==> config.mk <==
export PLATFORM = sky130hd
export DESIGN_NAME = cursor_blink_gen
export DESIGN_NICKNAME = d
export VERILOG_FILES = /design/src/rtl/cursor_pkg.sv /design/src/rtl/cursor_offset_scan.sv /design/src/rtl/cursor_blink_gen.sv
export SDC_FILE = /design/constraint.sdc
export NUM_CORES = 1
export LEC_CHECK = 0
export CAP_MARGIN = 25
export CELL_PAD_IN_SITES_DETAIL_PLACEMENT = 1
export CELL_PAD_IN_SITES_GLOBAL_PLACEMENT = 1
export CORE_MARGIN = 5
export CORE_UTILIZATION = 43
export DETAILED_ROUTE_END_ITERATION = 12
export PLACE_DENSITY_LB_ADDON = 0.1
export RECOVER_POWER = 100
export SLEW_MARGIN = 40
export SYNTH_ARGS = -nofsm -noshare
export SYNTH_HDL_FRONTEND = slang
export SYNTH_SLANG_ARGS = --single-unit
==> constraint.sdc <==
create_clock -name clk -period 7.35 [get_ports clk]
set_clock_uncertainty 0.15 [all_clocks]
set_input_delay 1.47 -clock clk [delete_from_list [all_inputs] [get_ports clk]]
set_output_delay 1.47 -clock clk [all_outputs]
set_load 0.005 [all_outputs]
==> src/rtl/cursor_pkg.sv <==
// ---------------------------------------------------------------------------
// cursor_pkg
// Shared definitions for the cursor overlay generator:
//   - cursor_state_t : FSM state encoding (explicit 3-bit values)
//   - SHAPE_BOX / SHAPE_CROSS : footprint selector values
//   - OFS_W : width of the signed dx/dy scan offsets (covers -8..7)
//   - hold_cnt_width() : counter width for the hold-phase counters
// ---------------------------------------------------------------------------
package cursor_pkg;

    typedef enum logic [2:0] {
        ST_IDLE   = 3'd0,
        ST_PASS_A = 3'd1,
        ST_HOLD_A = 3'd2,
        ST_PASS_B = 3'd3,
        ST_HOLD_B = 3'd4,
        ST_DONE   = 3'd5
    } cursor_state_t;

    localparam int SHAPE_BOX   = 0;
    localparam int SHAPE_CROSS = 1;

    // Radius is limited to 1..7, so a 4-bit signed offset is always enough.
    localparam int OFS_W = 4;

    // Width of a counter that runs 0..cycles-1.
    function automatic int hold_cnt_width(input int cycles);
        if (cycles <= 2)
            return 1;
        return $clog2(cycles);
    endfunction

endpackage

==> src/rtl/cursor_offset_scan.sv <==
// ---------------------------------------------------------------------------
// cursor_offset_scan
// Raster offset counter for the cursor footprint. Walks dy = -R..R (outer)
// and dx = -R..R (inner), one step per cycle that 'advance' is high.
// Ports:
//   clk     in   clock, rising edge
//   rst     in   asynchronous active-low reset
//   clear   in   restart the scan at dx = dy = -R (has priority)
//   advance in   step to the next candidate
//   dx, dy  out  signed offsets of the current candidate
//   last    out  high while the current candidate is dx = dy = R
// ---------------------------------------------------------------------------
module cursor_offset_scan
    import cursor_pkg::*;
#(
    parameter int RADIUS = 1
) (
    input  logic                    clk,
    input  logic                    rst,
    input  logic                    clear,
    input  logic                    advance,
    output logic signed [OFS_W-1:0] dx,
    output logic signed [OFS_W-1:0] dy,
    output logic                    last
);

    localparam logic signed [OFS_W-1:0] R_POS = OFS_W'(RADIUS);
    localparam logic signed [OFS_W-1:0] R_NEG = OFS_W'(-RADIUS);
    localparam logic signed [OFS_W-1:0] ONE   = OFS_W'(1);

    // Accumulator-style raster: dx accumulates by one, and on wrap the row
    // accumulator dy takes the carry. After the final candidate the scan
    // wraps back to the top-left corner on its own.
    always_ff @(posedge clk or negedge rst) begin
        if (!rst) begin
            dx <= R_NEG;
            dy <= R_NEG;
        end else if (clear) begin
            dx <= R_NEG;
            dy <= R_NEG;
        end else if (advance) begin
            if (dx == R_POS) begin
                dx <= R_NEG;
                dy <= (dy == R_POS) ? R_NEG : dy + ONE;
            end else begin
                dx <= dx + ONE;
            end
        end
    end

    assign last = (dx == R_POS) && (dy == R_POS);

endmodule

==> src/rtl/cursor_blink_gen.sv <==
// ---------------------------------------------------------------------------
// cursor_blink_gen
// Cursor overlay generator. On init it latches a centre and writes the
// cursor footprint in COLOR_A, holds ON_CYCLES, writes it again in COLOR_B,
// holds OFF_CYCLES and then pulses cursor_done for one cycle. Pixels outside
// 0..MAX_X / 0..MAX_Y are clipped. Writes use a ready/valid handshake.
// Ports:
//   clk          in   clock, rising edge
//   rst          in   asynchronous active-low reset
//   init         in   start request, sampled only in IDLE
//   in_x, in_y   in   cursor centre, latched on accepted init
//   paint_ready  in   write port accepts the current pixel
//   paint        out  pixel write valid
//   out_x, out_y out  pixel coordinates (0 when paint = 0)
//   px_data      out  pixel colour (0 when paint = 0)
//   cursor_done  out  one-cycle completion pulse
// ---------------------------------------------------------------------------
module cursor_blink_gen
    import cursor_pkg::*;
#(
    parameter int                  COORD_W    = 6,
    parameter int                  MAX_X      = 63,
    parameter int                  MAX_Y      = 63,
    parameter int                  RADIUS     = 1,
    parameter int                  SHAPE      = SHAPE_BOX,
    parameter int                  COLOR_W    = 8,
    parameter logic [COLOR_W-1:0]  COLOR_A    = 8'hFF,
    parameter logic [COLOR_W-1:0]  COLOR_B    = 8'h00,
    parameter int                  ON_CYCLES  = 16,
    parameter int                  OFF_CYCLES = 16
) (
    input  logic               clk,
    input  logic               rst,
    input  logic               init,
    input  logic [COORD_W-1:0] in_x,
    input  logic [COORD_W-1:0] in_y,
    input  logic               paint_ready,
    output logic               paint,
    output logic [COORD_W-1:0] out_x,
    output logic [COORD_W-1:0] out_y,
    output logic [COLOR_W-1:0] px_data,
    output logic               cursor_done
);

    // Candidate coordinates need two extra bits: one for the sign of a
    // negative (clipped) result and one for overflow past the top of range.
    localparam int CW     = COORD_W + 2;
    localparam int HOLD_W = hold_cnt_width((ON_CYCLES > OFF_CYCLES) ? ON_CYCLES : OFF_CYCLES);

    localparam logic signed [CW-1:0]    MAX_XS   = CW'(MAX_X);
    localparam logic signed [CW-1:0]    MAX_YS   = CW'(MAX_Y);
    localparam logic signed [OFS_W-1:0] R_POS    = OFS_W'(RADIUS);
    localparam logic signed [OFS_W-1:0] R_NEG    = OFS_W'(-RADIUS);
    localparam logic [HOLD_W-1:0]       ON_LAST  = HOLD_W'(ON_CYCLES - 1);
    localparam logic [HOLD_W-1:0]       OFF_LAST = HOLD_W'(OFF_CYCLES - 1);

    cursor_state_t              state;
    logic [COORD_W-1:0]         x_l;
    logic [COORD_W-1:0]         y_l;
    logic [HOLD_W-1:0]          hold_cnt;

    logic signed [OFS_W-1:0]    dx;
    logic signed [OFS_W-1:0]    dy;
    logic                       last;
    logic                       scan_clear;
    logic                       scan_advance;

    logic signed [CW-1:0]       cx;
    logic signed [CW-1:0]       cy;
    logic                       in_pass;
    logic                       on_shape;
    logic                       in_bounds;
    logic                       emit;

    cursor_offset_scan #(
        .RADIUS (RADIUS)
    ) u_scan (
        .clk     (clk),
        .rst     (rst),
        .clear   (scan_clear),
        .advance (scan_advance),
        .dx      (dx),
        .dy      (dy),
        .last    (last)
    );

    // Shape and clip decode of the current candidate. Everything here is
    // derived from registered state only, so paint/out_x/out_y/px_data have
    // no combinational dependence on paint_ready or init.
    always_comb begin
        in_pass = (state == ST_PASS_A) || (state == ST_PASS_B);

        if (SHAPE == SHAPE_CROSS)
            on_shape = (dx == '0) ^ (dy == '0);
        else
            on_shape = (dx == R_POS) || (dx == R_NEG) || (dy == R_POS) || (dy == R_NEG);

        cx = $signed({2'b00, x_l}) + CW'(dx);
        cy = $signed({2'b00, y_l}) + CW'(dy);

        in_bounds = !cx[CW-1] && (cx <= MAX_XS) && !cy[CW-1] && (cy <= MAX_YS);
        emit      = in_pass && on_shape && in_bounds;

        // Skipped candidates move on every cycle; emitted ones wait for ready.
        scan_clear   = !in_pass;
        scan_advance = in_pass && (!emit || paint_ready);
    end

    // Output decode: zeros whenever no pixel is being offered.
    always_comb begin
        paint       = emit;
        out_x       = emit ? cx[COORD_W-1:0] : '0;
        out_y       = emit ? cy[COORD_W-1:0] : '0;
        px_data     = emit ? ((state == ST_PASS_A) ? COLOR_A : COLOR_B) : '0;
        cursor_done = (state == ST_DONE);
    end

    // Sequencer: latch the centre, run the two passes with their holds and
    // finish with a single DONE cycle. init is only looked at in IDLE.
    always_ff @(posedge clk or negedge rst) begin
        if (!rst) begin
            state    <= ST_IDLE;
            x_l      <= '0;
            y_l      <= '0;
            hold_cnt <= '0;
        end else begin
            case (state)
                ST_IDLE: begin
                    hold_cnt <= '0;
                    if (init) begin
                        x_l   <= in_x;
                        y_l   <= in_y;
                        state <= ST_PASS_A;
                    end
                end
                ST_PASS_A: begin
                    if (scan_advance && last) begin
                        hold_cnt <= '0;
                        state    <= ST_HOLD_A;
                    end
                end
                ST_HOLD_A: begin
                    if (hold_cnt == ON_LAST) begin
                        hold_cnt <= '0;
                        state    <= ST_PASS_B;
                    end else begin
                        hold_cnt <= hold_cnt + HOLD_W'(1);
                    end
                end
                ST_PASS_B: begin
                    if (scan_advance && last) begin
                        hold_cnt <= '0;
                        state    <= ST_HOLD_B;
                    end
                end
                ST_HOLD_B: begin
                    if (hold_cnt == OFF_LAST) begin
                        hold_cnt <= '0;
                        state    <= ST_DONE;
                    end else begin
                        hold_cnt <= hold_cnt + HOLD_W'(1);
                    end
                end
                ST_DONE: begin
                    state <= ST_IDLE;
                end
                default: begin
                    state <= ST_IDLE;
                end
            endcase
        end
    end

endmodule

==> flow_metrics.py <==
metrics = {
    "power": {
        "total_power_mw": 1.02,
        "powerDensity_nw_per_um2": 403,
        "irDropWorstVdd_mv": 0.161,
        "p_leak_nw": 1.14,
    },
    "yosys": {
        "ys_seq_elements": 27,
        "yosysWarningCount": 0,
        "synth_edf_count": 0,
        "synthFlopType": "dfrtp_1",
        "synth_compound_area_share_pct": 20.8,
        "synth_nets": 271,
        "synth_top_family_by_area": "compound AO/OA/AOI/OAI gates",
        "synth_top_area_cell": "dfrtp_1",
        "synthMuxAreaShare_pct": 6.81,
        "synth_cell_types": 52,
        "synthSimpleGateAreaFrac_pct": 18.2,
        "synth_top_area_share_pct": 22.3,
        "synthTopCellsByArea": "dfrtp_1, ha_1, dfstp_2",
        "synthAdderAreaFrac_pct": 13.5,
        "async_flop_share_pct": 100,
        "synth_cells": 234,
        "synth_xor_area_share_pct": 1.64,
        "mappedNetlistArea_um2": 2130,
        "avgSynthCellArea_um2": 9.11,
        "seq_area_frac_synth_pct": 32.2,
    },
    "sta": {
        "fin_crit_ps": 5850,
        "worstMarginPinSlew_ps": 1520,
        "slew_headroom_pct": -1.46,
        "max_freq_mhz": 171,
        "fin_hold_ws_ps": 372,
        "final-setup-viol-count": 0,
        "slew_violations": 28,
        "fin_setup_tns_ps": 0,
        "fin_crit_sh_pct": 79.6,
        "hold_viol_final": 0,
        "grt_setup_unrepaired": "false",
    },
    "placed_design": {
        "place_congestion": 0.747,
        "dpl_cell_area_um2": 2520,
        "hpwl_um": 4090,
        "numPortBuffers": 37,
    },
    "outcome": {
        "outcome": "finished with violations",
        "violations": "capacitance limit, slew limit",
    },
    "cts": {
        "cts_buffer_depth": 2,
        "ctsHoldBuffers": 0,
        "cts_root_buf": "clkbuf_8",
        "cts_max_level": 1,
        "clkTransAtPathRegs_ps": 100,
        "clkLatencyLatePin_ps": 270,
        "clkSinkCount": 27,
        "cts_made_buffers": 3,
        "ctsResizeCount": 0,
        "cts_setup_buffers": 0,
        "cts_tree": "built",
    },
    "floorplanning": {
        "fp.coreArea_um2": 4750,
        "start_util_pct": 44.8,
        "die_w_um": 80.4,
        "dieArea_um2": 6460,
        "fp.dieH_um": 80.4,
        "ioPinCount": 38,
        "rows": 25,
    },
    "critical_path": {
        "max_stage_delay_ps": 720,
        "startpoint_type": "flip-flop",
        "required_ps": 5730,
        "critPathKind": "reg2out",
        "crit_chain": "ha_1 > inv_1 > fa_1 > nor2b_1 > nor2_1 > o41ai_1 > nor4_1 > o31ai_2 > clkbuf_1 > nor3_1 > dlygate4sd3_1",
        "cp_max_fo": 20,
        "crit_slowest_cell": "clkbuf_1",
        "cp.arrival_ps": 4230,
        "end_kind": "output port",
    },
    "min_path": {
        "hold_class": "reg2reg",
    },
    "grt": {
        "antenna_found_initial": 0,
        "grt-ovfl-total": 0,
        "grt_pass1_vias": 1808,
        "grt_max_degree": 28,
        "grtUsageTotal_pct": 17.3,
        "grt_pass1_wl_um": 8810,
    },
    "drt": {
        "dr.pass1.iters": 4,
        "postRouteAntennaNets": 0,
        "totalWireLength_um": 5360,
        "first_iter_violations": 102,
        "vias_per_cell": 5.54,
        "wl_per_cell_um": 16.3,
        "dr_total_vias": 1822,
        "drc": 0,
    },
    "layout": {
        "nNetsFinal": 300,
        "layout_commonest_cell": "nor2_1",
        "finalInstanceArea_um2": 2540,
        "seqCellArea_um2": 686,
        "diodes": 0,
        "n_fill_cell": 574,
        "utilization_pct": 53.4,
        "syn2layout_area_growth_pct": 19.1,
        "multi_input_area_um2": 1290,
        "layout-drive-gt1-share_pct": 8.40,
        "final_cell_mix": "nor2_1, dlygate4sd3_1, ha_1, dfrtp_1",
    },
    "flow_run": {
        "cap_violations": 1,
    },
}
-- synthesized netlist by cell type (3+ instances only) --
cell and instances:
a211oi_1 5, o41ai_1 3, inv_1 13, a21oi_1 7, o21ai_0 11, o22ai_1 4
xnor2_1 4, nand3_1 10, a21o_1 6, dfrtp_1 19, clkbuf_1 6, nor2_1 21
and2_1 5, mux2_2 12, nor3_1 7, dfstp_2 8, buf_4 7, nand2_1 16
and3_1 3, ha_1 19, nor2b_1 3, o21a_1 4
-- registers in the layout (all words and copies together) (netlist names) --
register   count
x_l            6
y_l            6
hold_cnt       4
u_scan.dx      4
u_scan.dy      4
state          3
-- power by group --
| group | leakage, nW | total (mW) | switching [mW] | internal (mW) |
|---|---|---|---|---|
| Clock | 0.0228 | 0.0859 | 0.0470 | 0.0388 |
| Sequential | 0.319 | 0.297 | 0.0777 | 0.220 |
| Combinational | 0.797 | 0.639 | 0.335 | 0.304 |
-- per-layer routing --
metal	track usage [%]	share of wire [%]
met5	0	0
met4	4.05	0.84
met2	28.7	48
met1	23.8	48
met3	2.47	3.5
-- worst paths after layout --
path | from | slack, ps | cells past startpoint | end
worst max-delay path | u_scan.dy[0] | 1500 | 11 | px_data[2]
worst min-delay path | y_l[2] | 370 | 1 | y_l[2]
worst max register to register | u_scan.dy[0] | 3290 | 11 | u_scan.dx[0]
worst min register to register | y_l[2] | 370 | 1 | y_l[2]
max in group asynchronous | rst | 4210 | 2 | x_l[5]
min in group asynchronous | rst | 1950 | 2 | y_l[3]
-- metrics by stage --
| stage | std cells | setup slack, ps |
|---|---|---|
| floorplan | 234 | 2730 |
| global placement | 325 | 2350 |
| detailed placement | 325 | 2170 |
| CTS | 329 | 1830 |
| global route | 329 | 1180 |
| finish | 329 | 1500 |
-- cell type report --
cell class	instances	area share, %
clock buffers	4	1.78
repair buffers	40	15.0
flip-flops and latches	27	27.0
inverters	13	1.92
multi-input cells	178	50.9
well taps	67	3.30
-- critical path, delay by kind of cell, from the launching register on --
| kind | cells | cell delay, ps |
|---|---|---|
| compound gates | 2 | 670 |
| fa+ha+maj | 2 | 600 |
| buf+inv | 3 | 1450 |
| flops | 1 | 630 |
| simple gates | 4 | 620 |
-- logic make-up (layout without fill, tap and decap cells) --
| group | count (synthesis) | in the layout |
|---|---|---|
| muxes | 13 | 13 |
| AOI/OAI and AO/OA | 62 | 62 |
| buffers and inverters | 29 | 57 |
| and+or+nand+nor | 77 | 77 |
| adders and majority gates | 22 | 22 |
| xor gates and xnor gates | 4 | 4 |
| DFF | 27 | 27 |
Note: power is estimated with default switching activity, not from simulation.
==> edit 1 (same settings) <==
Change the package constant `OFS_W` from 4 to 3.
--- a/src/rtl/cursor_pkg.sv
+++ b/src/rtl/cursor_pkg.sv
@@ -21,7 +21,7 @@
     localparam int SHAPE_CROSS = 1;
 
     // Radius is limited to 1..7, so a 4-bit signed offset is always enough.
-    localparam int OFS_W = 4;
+    localparam int OFS_W = 3;
 
     // Width of a counter that runs 0..cycles-1.
     function automatic int hold_cnt_width(input int cycles);
Check against the original RTL: same outputs for any inputs over 10 cycles, from zero or initial values and one cycle with rst low; that may be too few to reach the edited logic, so the function may still have changed.
==> edit 1 against the original RTL <==
The run still ends with capacitance limit, slew limit left. Area after synthesis fell by 5.3%. Routed wire length fell by 11%. Final area fell by 4.5%. Sequential cell count fell by 2. Worst hold slack improved by 0.0019 ns. Setup slack got worse by 0.15 ns. Total power fell by 8.4%. Global-route usage fell by 0.88 points. Sequential share of layout area fell by 0.90 points. First-iteration DRC count fell by 47%.
==> edit 1: results <==
[timing]
max-slew-margin-rel_pct = -23.4
report.final.slew_viol_count = 15

[cells_and_area]
nets = 282
largestRegisters = "x_l: 6 flops, y_l: 6 flops, hold_cnt: 4 flops"

[worst_hold_path]
worst_hold_startpoint = "y_l[0]"

[worst_setup_path]
timing.critical_path.fanout_max = 13
cpPeakStageDelay_ns = 0.66
cpMaxStageDelayCell = "sky130_fd_sc_hd__dlygate4sd3_1"
cp_data_arrival_time_ns = 4.37

[route]
detailedRoute.firstPassIterationCount = 6
detailroute.via_count = 1653
finalWirelength_um = 4770

[outcome]
failed_checks = "capacitance limit, slew limit"
run_status = "finished, violations left"

[global_route]
grt_start_max_net_pins = 26
via_count_of_the_first_global_routing_pass = 1698
grt_pass1_wl_um = 8200

[cts]
tritoncts_buffers = 3

[synth]
register_area_share_after_synthesis_pct = 31.4
yosys-top-cells-count = "sky130_fd_sc_hd__nor2_1 (21), sky130_fd_sc_hd__ha_1 (20), sky130_fd_sc_hd__dfrtp_1 (19), sky130_fd_sc_hd__nand2_1 (19), sky130_fd_sc_hd__mux2_2 (14)"
netlist_top_cells_area = "sky130_fd_sc_hd__dfrtp_1 (24%), sky130_fd_sc_hd__ha_1 (12%), sky130_fd_sc_hd__dfstp_2 (7.8%)"
synthesis.nets = 251
netlist-cell-type-count = 48

[placement]
gp_routability_congestion = 0.783
dp_hpwl_um = 3610

[pwr]
power.static_leakage_nw = 1.13

[flow_run]
maxCapViolCount = 1
edit 1: changes by cell type after synthesis, moves of 4 or more:
| cell | delta |
|---|---|
| sky130_fd_sc_hd__nand3b_1 | +4 |
| sky130_fd_sc_hd__a21o_1 | -4 |
| sky130_fd_sc_hd__nand3_1 | -9 |
| sky130_fd_sc_hd__and2_1 | -5 |
| sky130_fd_sc_hd__and3_1 | +4 |
edit 1: per-layer routing:
metal	global-route usage, %	up-vias	share of wire [%]
met5	0	-	0
met4	3.15	0	0.78
met3	3.44	5	3.2
met2	28.6	23	49
met1	21.0	796	47
li1	-	829	-
edit 1: worst paths after layout:
path                           endpoint  slack (ns)  depth (start not counted)
setup / recovery             px_data[3]        1.36                          9
hold / removal                   y_l[0]        0.37                          1
setup reg to reg           u_scan.dx[0]        4.03                          8
hold reg to reg                  y_l[0]        0.37                          1
max in group asynchronous        y_l[1]        4.29                          2
min in group asynchronous        x_l[0]        1.89                          2
edit 1: kinds of logic (layout without fill, tap and decap cells):
family / Yosys count / count (layout) / synth area share, %
simple gates: 70 / 70 / 17.3
compound gates: 51 / 51 / 19.3
flops: 25 / 25 / 31.4
fa+ha+maj: 23 / 23 / 14.9
buf+inv: 23 / 53 / 5.95
mux: 15 / 15 / 8.56
xor+xnor: 6 / 6 / 2.60
edit 1: stage by stage:
step / std cells / worst slack [ns] / area, µm² / hold WS, ns / power, W
6_report: 297 / 1.36 / 2420 / 0.374 / 0.000937
3_3_place_gp: 293 / 1.80 / 2390 / 0.352 / 0.000861
3_5_place_dp: 293 / 1.66 / 2400 / 0.357 / 0.000875
4_1_cts: 297 / 1.34 / 2440 / 0.379 / 0.000971
2_1_floorplan: 213 / 2.67 / 2020 / 0.337 / 0.000694
5_1_grt: 297 / 0.982 / 2420 / 0.387 / 0.00103
edit 1: layout make-up:
cell class,count,area [µm²]
timing repair buffer,38,374
tap,54,67.6
inverter,11,41.3
clock buffer,3,41.3
clock inverter,1,7.51
multi-input combinational,165,1260
sequential,25,633
fill,529,2210
edit 1: critical path: cells and delay by family (launching register included):
family / cells / cell delay (ns)
AO/OA/AOI/OAI: 4 / 1.37
buffers and inverters: 1 / 0.66
adder cells (fa/ha/maj): 2 / 0.66
AND/OR/NAND/NOR: 2 / 0.98
flip-flops: 1 / 0.42
edit 1: power by group through the flow:
stage          Sequential (W)   Clock, W  Combinational, W
4_1_cts              0.000283  0.0000917          0.000597
3_5_place_dp         0.000286          0          0.000589
5_1_grt              0.000292  0.0000967          0.000643
3_3_place_gp         0.000280          0          0.000581
6_report             0.000278  0.0000880          0.000571
2_1_floorplan        0.000251          0          0.000443
==> edit 2 (config.mk and constraints unchanged) <==
Without the edit above. Re-encode `cursor_state_t` (6 states) as one-hot, 6 bits wide.
--- a/src/rtl/cursor_pkg.sv
+++ b/src/rtl/cursor_pkg.sv
@@ -8,13 +8,13 @@
 // ---------------------------------------------------------------------------
 package cursor_pkg;
 
-    typedef enum logic [2:0] {
-        ST_IDLE   = 3'd0,
-        ST_PASS_A = 3'd1,
-        ST_HOLD_A = 3'd2,
-        ST_PASS_B = 3'd3,
-        ST_HOLD_B = 3'd4,
-        ST_DONE   = 3'd5
+    typedef enum logic [5:0] {
+        ST_IDLE   = 6'b000001,
+        ST_PASS_A = 6'b000010,
+        ST_HOLD_A = 6'b000100,
+        ST_PASS_B = 6'b001000,
+        ST_HOLD_B = 6'b010000,
+        ST_DONE   = 6'b100000
     } cursor_state_t;
 
     localparam int SHAPE_BOX   = 0;
Behaviour: same outputs for any inputs over 10 cycles, from zero or initial values and one cycle with rst low; not proved beyond that.
==> edit 2 against the original RTL <==
Largest power group unchanged. Sequential cell count rose by 3. Routed wire length rose by 3.5%. Area after synthesis rose by 7.3%. Setup slack improved by 0.42 ns. The flow still finishes with violations (capacitance limit, slew limit). Utilization rose by 0.67 points. Total power fell by 1.4%. Critical path type unchanged. Final area rose by 9.5%.
==> edit 2: results <==
[pwr]
cellInternalPower_w = 0.000595
peakVddDrop_uv = 195
power.static_leakage_nw = 1.24

[cells_and_area]
final_cells = 345
fillCellCount = 615
sequential_cell_area_in_the_final_layout_um2 = 762
layout-drive-gt1-share_pct = 13.1
nets = 311
largestRegisters = "state: 6 flops, x_l: 6 flops, y_l: 6 flops"

[cts]
tritoncts_buffers = 5
clock_tree.buffer_depth = 2
clk-insertion-delay-late_ns = 0.29
cts.clk_slew.worst_paths_ns = 0.07
cts.htree.levels = 2

[synth]
register_area_share_after_synthesis_pct = 33.3
netlist_top_cells_area = "sky130_fd_sc_hd__dfrtp_1 (23%), sky130_fd_sc_hd__ha_1 (10%), sky130_fd_sc_hd__dfstp_2 (10%)"
netlist-cell-type-count = 56
yosys-top-cells-count = "sky130_fd_sc_hd__dfrtp_1 (21), sky130_fd_sc_hd__ha_1 (19), sky130_fd_sc_hd__nor2_1 (18)"

[global_route]
grt_pass1_wl_um = 9810
track_usage_pct = 17.1
grt_start_max_net_pins = 31
via_count_of_the_first_global_routing_pass = 2025

[outcome]
failed_checks = "capacitance limit, slew limit"
run_status = "finished, violations left"

[flow_run]
maxCapViolCount = 1

[placement]
place_ws_ns = 2.28
dp_hpwl_um = 4190
post_dp_cell_area_um2 = 2690
gp_routability_congestion = 0.820
dp.cells = 337

[worst_setup_path]
cpMaxStageDelayCell = "sky130_fd_sc_hd__dlygate4sd3_1"
timing.critical_path.fanout_max = 12
cpPeakStageDelay_ns = 0.63
cp_data_arrival_time_ns = 3.81

[timing]
report.final.slew_viol_count = 31
max_slew.worst_pin.slew_ns = 1.71

[route]
drt-initial-drc-count = 43
-- edit 2: cell types whose count changed in the layout (fill, tap and decap cells not counted), sizes merged, moves of 3 or more --
cell	before	now
nand3b	0	6
nor3	7	2
nand3	10	6
nor2	22	18
o21bai	1	5
a21oi	7	10
a22oi	0	3
o22ai	4	1
-- edit 2: routing by layer --
layer	vias to the layer above	wire length (µm)	track usage, %
met2	33	2630	27.0
met5	-	0	0
li1	946	-	-
met1	926	2660	23.4
met4	0	52	3.71
met3	5	202	4.46
-- edit 2: path summary, 6_finish.rpt --
check                                   from            to  slack, ns  cells past startpoint
worst max-delay path            u_scan.dx[0]    px_data[1]       1.92                      9
worst min-delay path                  y_l[3]        y_l[3]       0.37                      1
worst max register to register  u_scan.dx[0]  u_scan.dy[1]       4.07                      9
worst min register to register        y_l[3]        y_l[3]       0.37                      1
max in group asynchronous                rst      state[1]       4.04                      2
min in group asynchronous                rst        y_l[3]       2.01                      2
-- edit 2: cell type report --
type	instances	share of cell area, %
clock buffers	5	2.48
clock inverters	3	1.44
inverters	11	1.49
multi-input cells	187	50.3
flip-flops and latches	30	27.4
well taps	70	3.15
repair buffers	39	13.7
-- edit 2: cells by family after synthesis --
kind of cell	Yosys count	synth area share, %
AND/OR/NAND/NOR	76	17.8
AO/OA/AOI/OAI	68	21.5
flip-flops	30	33.3
buffers and inverters	23	5.31
adder cells (fa/ha/maj)	21	12.1
multiplexers	14	6.89
XOR/XNOR	8	3.06
-- edit 2: power groups by stage --
stage	clock network, W	logic (W)	registers [W]
global route	0.000181	0.000642	0.000285
CTS	0.000170	0.000593	0.000278
global placement	0	0.000569	0.000278
floorplan	0	0.000446	0.000264
detailed placement	0	0.000583	0.000280
finish	0.000166	0.000566	0.000277
